**src/rtl/csa_pipe_adder.sv**
```systemverilog
// Two-stage pipelined carry-select adder with valid/ready handshaking on both sides.
// Optional signed-overflow output o_ovf is built only when CSA_OVF_EN is defined.
module csa_pipe_adder #(
    parameter int WIDTH = 16,
    parameter int BLOCK = 4
) (
    input  logic             i_clk,
    input  logic             i_rst,
    input  logic             i_valid,
    output logic             o_ready,
    input  logic [WIDTH-1:0] i_add_term1,
    input  logic [WIDTH-1:0] i_add_term2,
    input  logic             i_cin,
    output logic             o_valid,
    input  logic             i_ready,
    output logic [WIDTH-1:0] sum,
`ifdef CSA_OVF_EN
    output logic             o_ovf,
`endif
    output logic             cout
);

    localparam int NB = WIDTH / BLOCK;

    // Per-slice speculative ripple results for carry-in 0 and carry-in 1.
    logic [NB-1:0][BLOCK-1:0] rip_sum0;
    logic [NB-1:0][BLOCK-1:0] rip_sum1;
    logic [NB-1:0]            rip_c0;
    logic [NB-1:0]            rip_c1;

    // Stage 1 state.
    logic                     s1_valid_q, s1_valid_d;
    logic [NB-1:0][BLOCK-1:0] s1_sum0_q, s1_sum0_d;
    logic [NB-1:0][BLOCK-1:0] s1_sum1_q, s1_sum1_d;
    logic [NB-1:0]            s1_c0_q, s1_c0_d;
    logic [NB-1:0]            s1_c1_q, s1_c1_d;

    // Stage 2 state.
    logic                     s2_valid_q, s2_valid_d;
    logic [WIDTH-1:0]         sum_q, sum_d;
    logic                     cout_q, cout_d;

    // Handshake and carry-resolution nets.
    logic                     s2_adv;
    logic                     s1_adv;
    logic [WIDTH-1:0]         sel_sum;
    logic                     sel_c;

    // Slice 0 sees the real carry-in on both paths, so either selection is correct.
    for (genvar k = 0; k < NB; k++) begin : g_slice
        logic             cin_lo;
        logic             cin_hi;
        logic [BLOCK:0]   t0;
        logic [BLOCK:0]   t1;

        if (k == 0) begin : g_lsb
            assign cin_lo = i_cin;
            assign cin_hi = i_cin;
        end else begin : g_upper
            assign cin_lo = 1'b0;
            assign cin_hi = 1'b1;
        end

        assign t0 = {1'b0, i_add_term1[k*BLOCK +: BLOCK]}
                  + {1'b0, i_add_term2[k*BLOCK +: BLOCK]}
                  + {{BLOCK{1'b0}}, cin_lo};
        assign t1 = {1'b0, i_add_term1[k*BLOCK +: BLOCK]}
                  + {1'b0, i_add_term2[k*BLOCK +: BLOCK]}
                  + {{BLOCK{1'b0}}, cin_hi};

        assign rip_sum0[k] = t0[BLOCK-1:0];
        assign rip_c0[k]   = t0[BLOCK];
        assign rip_sum1[k] = t1[BLOCK-1:0];
        assign rip_c1[k]   = t1[BLOCK];
    end

    // A stage advances when it is empty or its occupant leaves this cycle.
    assign s2_adv  = !s2_valid_q || i_ready;
    assign s1_adv  = !s1_valid_q || s2_adv;
    assign o_ready = s1_adv;

    // Walk the block carry chain, picking each slice's pair by the previous selected carry.
    always_comb begin
        sel_sum = '0;
        sel_c   = 1'b0;
        for (int k = 0; k < NB; k++) begin
            if (sel_c) begin
                sel_sum[k*BLOCK +: BLOCK] = s1_sum1_q[k];
                sel_c                     = s1_c1_q[k];
            end else begin
                sel_sum[k*BLOCK +: BLOCK] = s1_sum0_q[k];
                sel_c                     = s1_c0_q[k];
            end
        end
    end

    // Stage 1 next state: capture speculative slice results on acceptance.
    always_comb begin
        s1_valid_d = s1_valid_q;
        s1_sum0_d  = s1_sum0_q;
        s1_sum1_d  = s1_sum1_q;
        s1_c0_d    = s1_c0_q;
        s1_c1_d    = s1_c1_q;
        if (s1_adv) begin
            s1_valid_d = i_valid;
            if (i_valid) begin
                s1_sum0_d = rip_sum0;
                s1_sum1_d = rip_sum1;
                s1_c0_d   = rip_c0;
                s1_c1_d   = rip_c1;
            end else begin
                s1_sum0_d = s1_sum0_q;
                s1_sum1_d = s1_sum1_q;
                s1_c0_d   = s1_c0_q;
                s1_c1_d   = s1_c1_q;
            end
        end else begin
            s1_valid_d = s1_valid_q;
        end
    end

    // Stage 2 next state: data only loads when a valid stage-1 entry moves in.
    always_comb begin
        s2_valid_d = s2_valid_q;
        sum_d      = sum_q;
        cout_d     = cout_q;
        if (s2_adv) begin
            s2_valid_d = s1_valid_q;
            if (s1_valid_q) begin
                sum_d  = sel_sum;
                cout_d = sel_c;
            end else begin
                sum_d  = sum_q;
                cout_d = cout_q;
            end
        end else begin
            s2_valid_d = s2_valid_q;
        end
    end

    // Pipeline registers; reset empties both stages and zeroes the visible result.
    always_ff @(posedge i_clk or posedge i_rst) begin
        if (i_rst) begin
            s1_valid_q <= 1'b0;
            s1_sum0_q  <= '0;
            s1_sum1_q  <= '0;
            s1_c0_q    <= '0;
            s1_c1_q    <= '0;
            s2_valid_q <= 1'b0;
            sum_q      <= '0;
            cout_q     <= 1'b0;
        end else begin
            s1_valid_q <= s1_valid_d;
            s1_sum0_q  <= s1_sum0_d;
            s1_sum1_q  <= s1_sum1_d;
            s1_c0_q    <= s1_c0_d;
            s1_c1_q    <= s1_c1_d;
            s2_valid_q <= s2_valid_d;
            sum_q      <= sum_d;
            cout_q     <= cout_d;
        end
    end

    assign o_valid = s2_valid_q;
    assign sum     = sum_q;
    assign cout    = cout_q;

`ifdef CSA_OVF_EN
    logic s1_amsb_q, s1_amsb_d;
    logic s1_bmsb_q, s1_bmsb_d;
    logic ovf_q, ovf_d;

    // Operand sign bits travel with stage 1 so overflow can be judged against the final sum.
    always_comb begin
        s1_amsb_d = s1_amsb_q;
        s1_bmsb_d = s1_bmsb_q;
        if (s1_adv && i_valid) begin
            s1_amsb_d = i_add_term1[WIDTH-1];
            s1_bmsb_d = i_add_term2[WIDTH-1];
        end else begin
            s1_amsb_d = s1_amsb_q;
            s1_bmsb_d = s1_bmsb_q;
        end
    end

    // Signed overflow: like-signed operands producing an opposite-signed sum.
    always_comb begin
        ovf_d = ovf_q;
        if (s2_adv && s1_valid_q) begin
            ovf_d = (s1_amsb_q == s1_bmsb_q) && (sel_sum[WIDTH-1] != s1_amsb_q);
        end else begin
            ovf_d = ovf_q;
        end
    end

    // Overflow registers share the pipeline's reset behaviour.
    always_ff @(posedge i_clk or posedge i_rst) begin
        if (i_rst) begin
            s1_amsb_q <= 1'b0;
            s1_bmsb_q <= 1'b0;
            ovf_q     <= 1'b0;
        end else begin
            s1_amsb_q <= s1_amsb_d;
            s1_bmsb_q <= s1_bmsb_d;
            ovf_q     <= ovf_d;
        end
    end

    assign o_ovf = ovf_q;
`endif

endmodule

```
**config.mk**
```make
export PLATFORM = sky130hd
export DESIGN_NAME = csa_pipe_adder
export DESIGN_NICKNAME = d
export VERILOG_FILES = /design/src/rtl/csa_pipe_adder.sv
export SDC_FILE = /design/constraint.sdc
export NUM_CORES = 1
export LEC_CHECK = 0
export ABC_CLOCK_PERIOD_IN_PS = 2550
export CAP_MARGIN = 20
export CORE_UTILIZATION = 55
export CTS_BUF_LIST = sky130_fd_sc_hd__clkbuf_4
export DETAILED_ROUTE_END_ITERATION = 6
export HOLD_SLACK_MARGIN = 0.03
export PLACE_DENSITY_LB_ADDON = 0.12
export SETUP_SLACK_MARGIN = 0.1
export SLEW_MARGIN = 10
export SYNTH_ARGS = -nofsm -noshare
export SYNTH_HDL_FRONTEND = slang
export SYNTH_SLANG_ARGS = --single-unit
```
**constraint.sdc**
```tcl
create_clock -name i_clk -period 2.55 [get_ports i_clk]
set_input_delay 0.51 -clock i_clk [delete_from_list [all_inputs] [get_ports i_clk]]
set_output_delay 0.51 -clock i_clk [all_outputs]
set_load 0.05 [all_outputs]
```
==> flow_metrics.env <==
export IMPL_status="complete, no violations"
export IMPL_die_h_um=75.0
export IMPL_cts_max_path_buffers=2
export IMPL_worstMarginPinSlew_ns=0.515
export IMPL_wire_per_inst_um=12.6
export IMPL_synth_main_ff_cell="dfrtp_1"
export IMPL_cts_sinks=54
export IMPL_hold_path_class="in2async"
export IMPL_area_growth_pct=28.5
export IMPL_dr_pass1_iters=4
export IMPL_critical_path_arrival_ns=2.63
export IMPL_ir_drop_uv=414
export IMPL_grt_pass1_vias=2082
export IMPL_fillers=388
export IMPL_clkTransAtPathRegs_ns=0.14
export IMPL_fin_crit_sh_pct=92.0
export IMPL_core_area_sq_um=5110
export IMPL_crit_path_max_fanout=3
export IMPL_drt_wl_total_mm=5.27
export IMPL_period_minus_slack_ns=2.35
export IMPL_drive_gt1_share_pct=14.3
export IMPL_synth_top_area_cell="dfrtp_1"
export IMPL_cp_data_required_time_ns=2.84
export IMPL_report_final_slew_viol_count=0
export IMPL_clock_latency_ns=0.36
export IMPL_grt_setup_unrepaired="false"
export IMPL_start_kind="primary input"
export IMPL_remaining_drc_errors=0
export IMPL_die_width_um=75.0
export IMPL_endpoint_kind="flop"
export IMPL_async_flop_share_pct=100
export IMPL_layout_commonest_cell="nand2_1"
export IMPL_netlist_top_cells_area="dfrtp_1 46%, ha_1 7.7%, nand2_1 7.3%, o21ai_0 4.6%, mux2i_1 4.4%"
export IMPL_cts_hold_buf=0
export IMPL_fmax_ghz=0.426
export IMPL_antenna_cells=0
export IMPL_htree_levels=2
export IMPL_initial_utilization_pct=57.3
export IMPL_syn_mean_instance_area_sq_um=10.5
export IMPL_dpl_hpwl_mm=4.22
export IMPL_ys_warn_count=0
export IMPL_globalRoute_totalOverflow=0
export IMPL_synth_top_area_share_pct=46.1
export IMPL_cts_tree="yes"
export IMPL_port_buffers=55
export IMPL_max_slew_margin_pct=65.5
export IMPL_layout_common_cells="57 x nand2_1, 54 x dfrtp_1, 49 x clkdlybuf4s50_1"
export IMPL_p_leak_uw=0.00182
export IMPL_routed_via_density=5.15
export IMPL_ys_ff_latch=54
export IMPL_first_iter_violations=34
export IMPL_synth_area_sq_um=2930
export IMPL_maxCapViolCount=0
export IMPL_ys_seq_area_share_pct=46.1
export IMPL_vias=2162
export IMPL_powerDensity_nw_per_um2=722
export IMPL_skew_ns=0.0107
export IMPL_dp_cells=407
export IMPL_finalHoldViolations=0
export IMPL_synth_fp_nets=339
export IMPL_fin_nets=409
export IMPL_critPathKind="in2reg"
export IMPL_synth_edf_count=0
export IMPL_grt_pass1_wl_mm=8.77
export IMPL_tns_ns=0
export IMPL_final_cells=420
export IMPL_placementRows=26
export IMPL_gp_congestion=0.832
export IMPL_io_pins=56
export IMPL_ant_nets=0
export IMPL_finalSetupViolCount=0
export IMPL_grt_max_degree=29
export IMPL_numCtsBuffers=5
export IMPL_synth_cell_types=34
export IMPL_syn_inst=279
export IMPL_dieArea_sq_um=5620
export IMPL_clockRootBuffer="clkbuf_4"
export IMPL_antenna_found_initial=0
export IMPL_grt_use_total_pct=20.9
## power breakdown
| part | leakage, uW | internal [uW] | switching [uW] |
|---|---|---|---|
| clock network | 0.0000331 | 115 | 246 |
| registers | 0.000657 | 1070 | 129 |
| logic | 0.00113 | 501 | 660 |
## routing by layer
layer  wire length (um)  global-route usage [%]  up-vias
met5                  0                       0        -
met2               2800                    37.8       34
met4                 48                    7.13        0
li1                   -                       -     1091
met1               2260                    25.1     1033
met3                160                    3.61        4
## cell usage after synthesis, types with 3 or more instances
cell,number
inv_1,15
mux2i_1,13
o21ai_0,27
nor2b_1,3
clkbuf_1,6
a2111o_1,4
mux2_2,10
nand2b_1,3
xnor3_1,3
a21oi_1,6
nand3_1,4
ha_1,18
xor2_1,7
nand2_1,57
o21ai_1,6
dfrtp_1,54
and2_1,6
nor2_1,4
fa_1,5
and3_1,3
xnor2_1,4
## cell type report
class | instances | area, sq um | area share (%)
clock buffers | 6 | 45.0 | 1.20
clock inverters | 2 | 8.76 | 0.233
inverters | 15 | 56.3 | 1.50
multi-input cells | 199 | 1500 | 39.8
flip-flops and latches | 54 | 1350 | 35.9
well taps | 70 | 87.6 | 2.33
repair buffers | 74 | 716 | 19.0
## what timing repair did
action | CTS | global route
buffers inserted | 4 | 1
gates resized for setup | 5 | 9
setup endpoints to repair | 2 | 2
cloned | 0 | 0
pin swaps | 7 | 10
## registers in the layout (all words and copies together) (netlist names)
signal      cells
s1_c0_q         4
sum            16
s1_valid_q      1
s1_sum0_q      16
cout            1
o_valid         1
s1_c1_q         3
s1_sum1_q      12
## path summary, 6_finish.rpt
kind / start / endpoint / slack (ns) / depth (start not counted)
min in group i_clk: sum[8] / sum[8] / 0.49 / 2
max: i_add_term2[9] / s1_c1_q[2] / 0.20 / 9
max in group asynchronous: i_rst / s1_c0_q[1] / 1.44 / 3
min: i_rst / s1_c0_q[2] / 0.46 / 2
min reg2reg: sum[8] / sum[8] / 0.49 / 2
max reg2reg: s1_c0_q[0] / cout / 0.60 / 4
## cell families (layout without fill, tap and decap cells)
logic type                 Yosys count  after routing  synth area share, %
xor gates and xnor gates            14             14                 5.60
adders and majority gates           23             23                 11.1
muxes                               25             25                 9.82
DFF                                 54             54                 46.1
and+or+nand+nor                     84             84                 12.6
buffers and inverters               26             97                 3.55
AOI/OAI and AO/OA                   53             53                 11.2
## through the flow
stage               worst slack, ns  utilization (%)  area [sq um]  total power [uW]  hold WS [ns]
global route                  0.114             73.7          3760              2880         0.500
finish                        0.203             73.7          3760              2720         0.461
CTS                           0.104             73.1          3730              2740         0.463
detailed placement           -0.353             71.2          3630              2370         0.463
floorplan                     0.185                -          2930              1970         0.442
global placement             -0.304             71.2          3630              2330         0.454
## worst max-delay path: stages
cell and delay, ns:
clkdlybuf4s50_1 0.48, inv_1 0.05, fa_1 0.44, inv_1 0.08
ha_2 0.18, inv_1 0.04, a2111o_1 0.39, a2111o_1 0.38
o211ai_2 0.06
No activity file was read; power rests on OpenSTA's default activity.
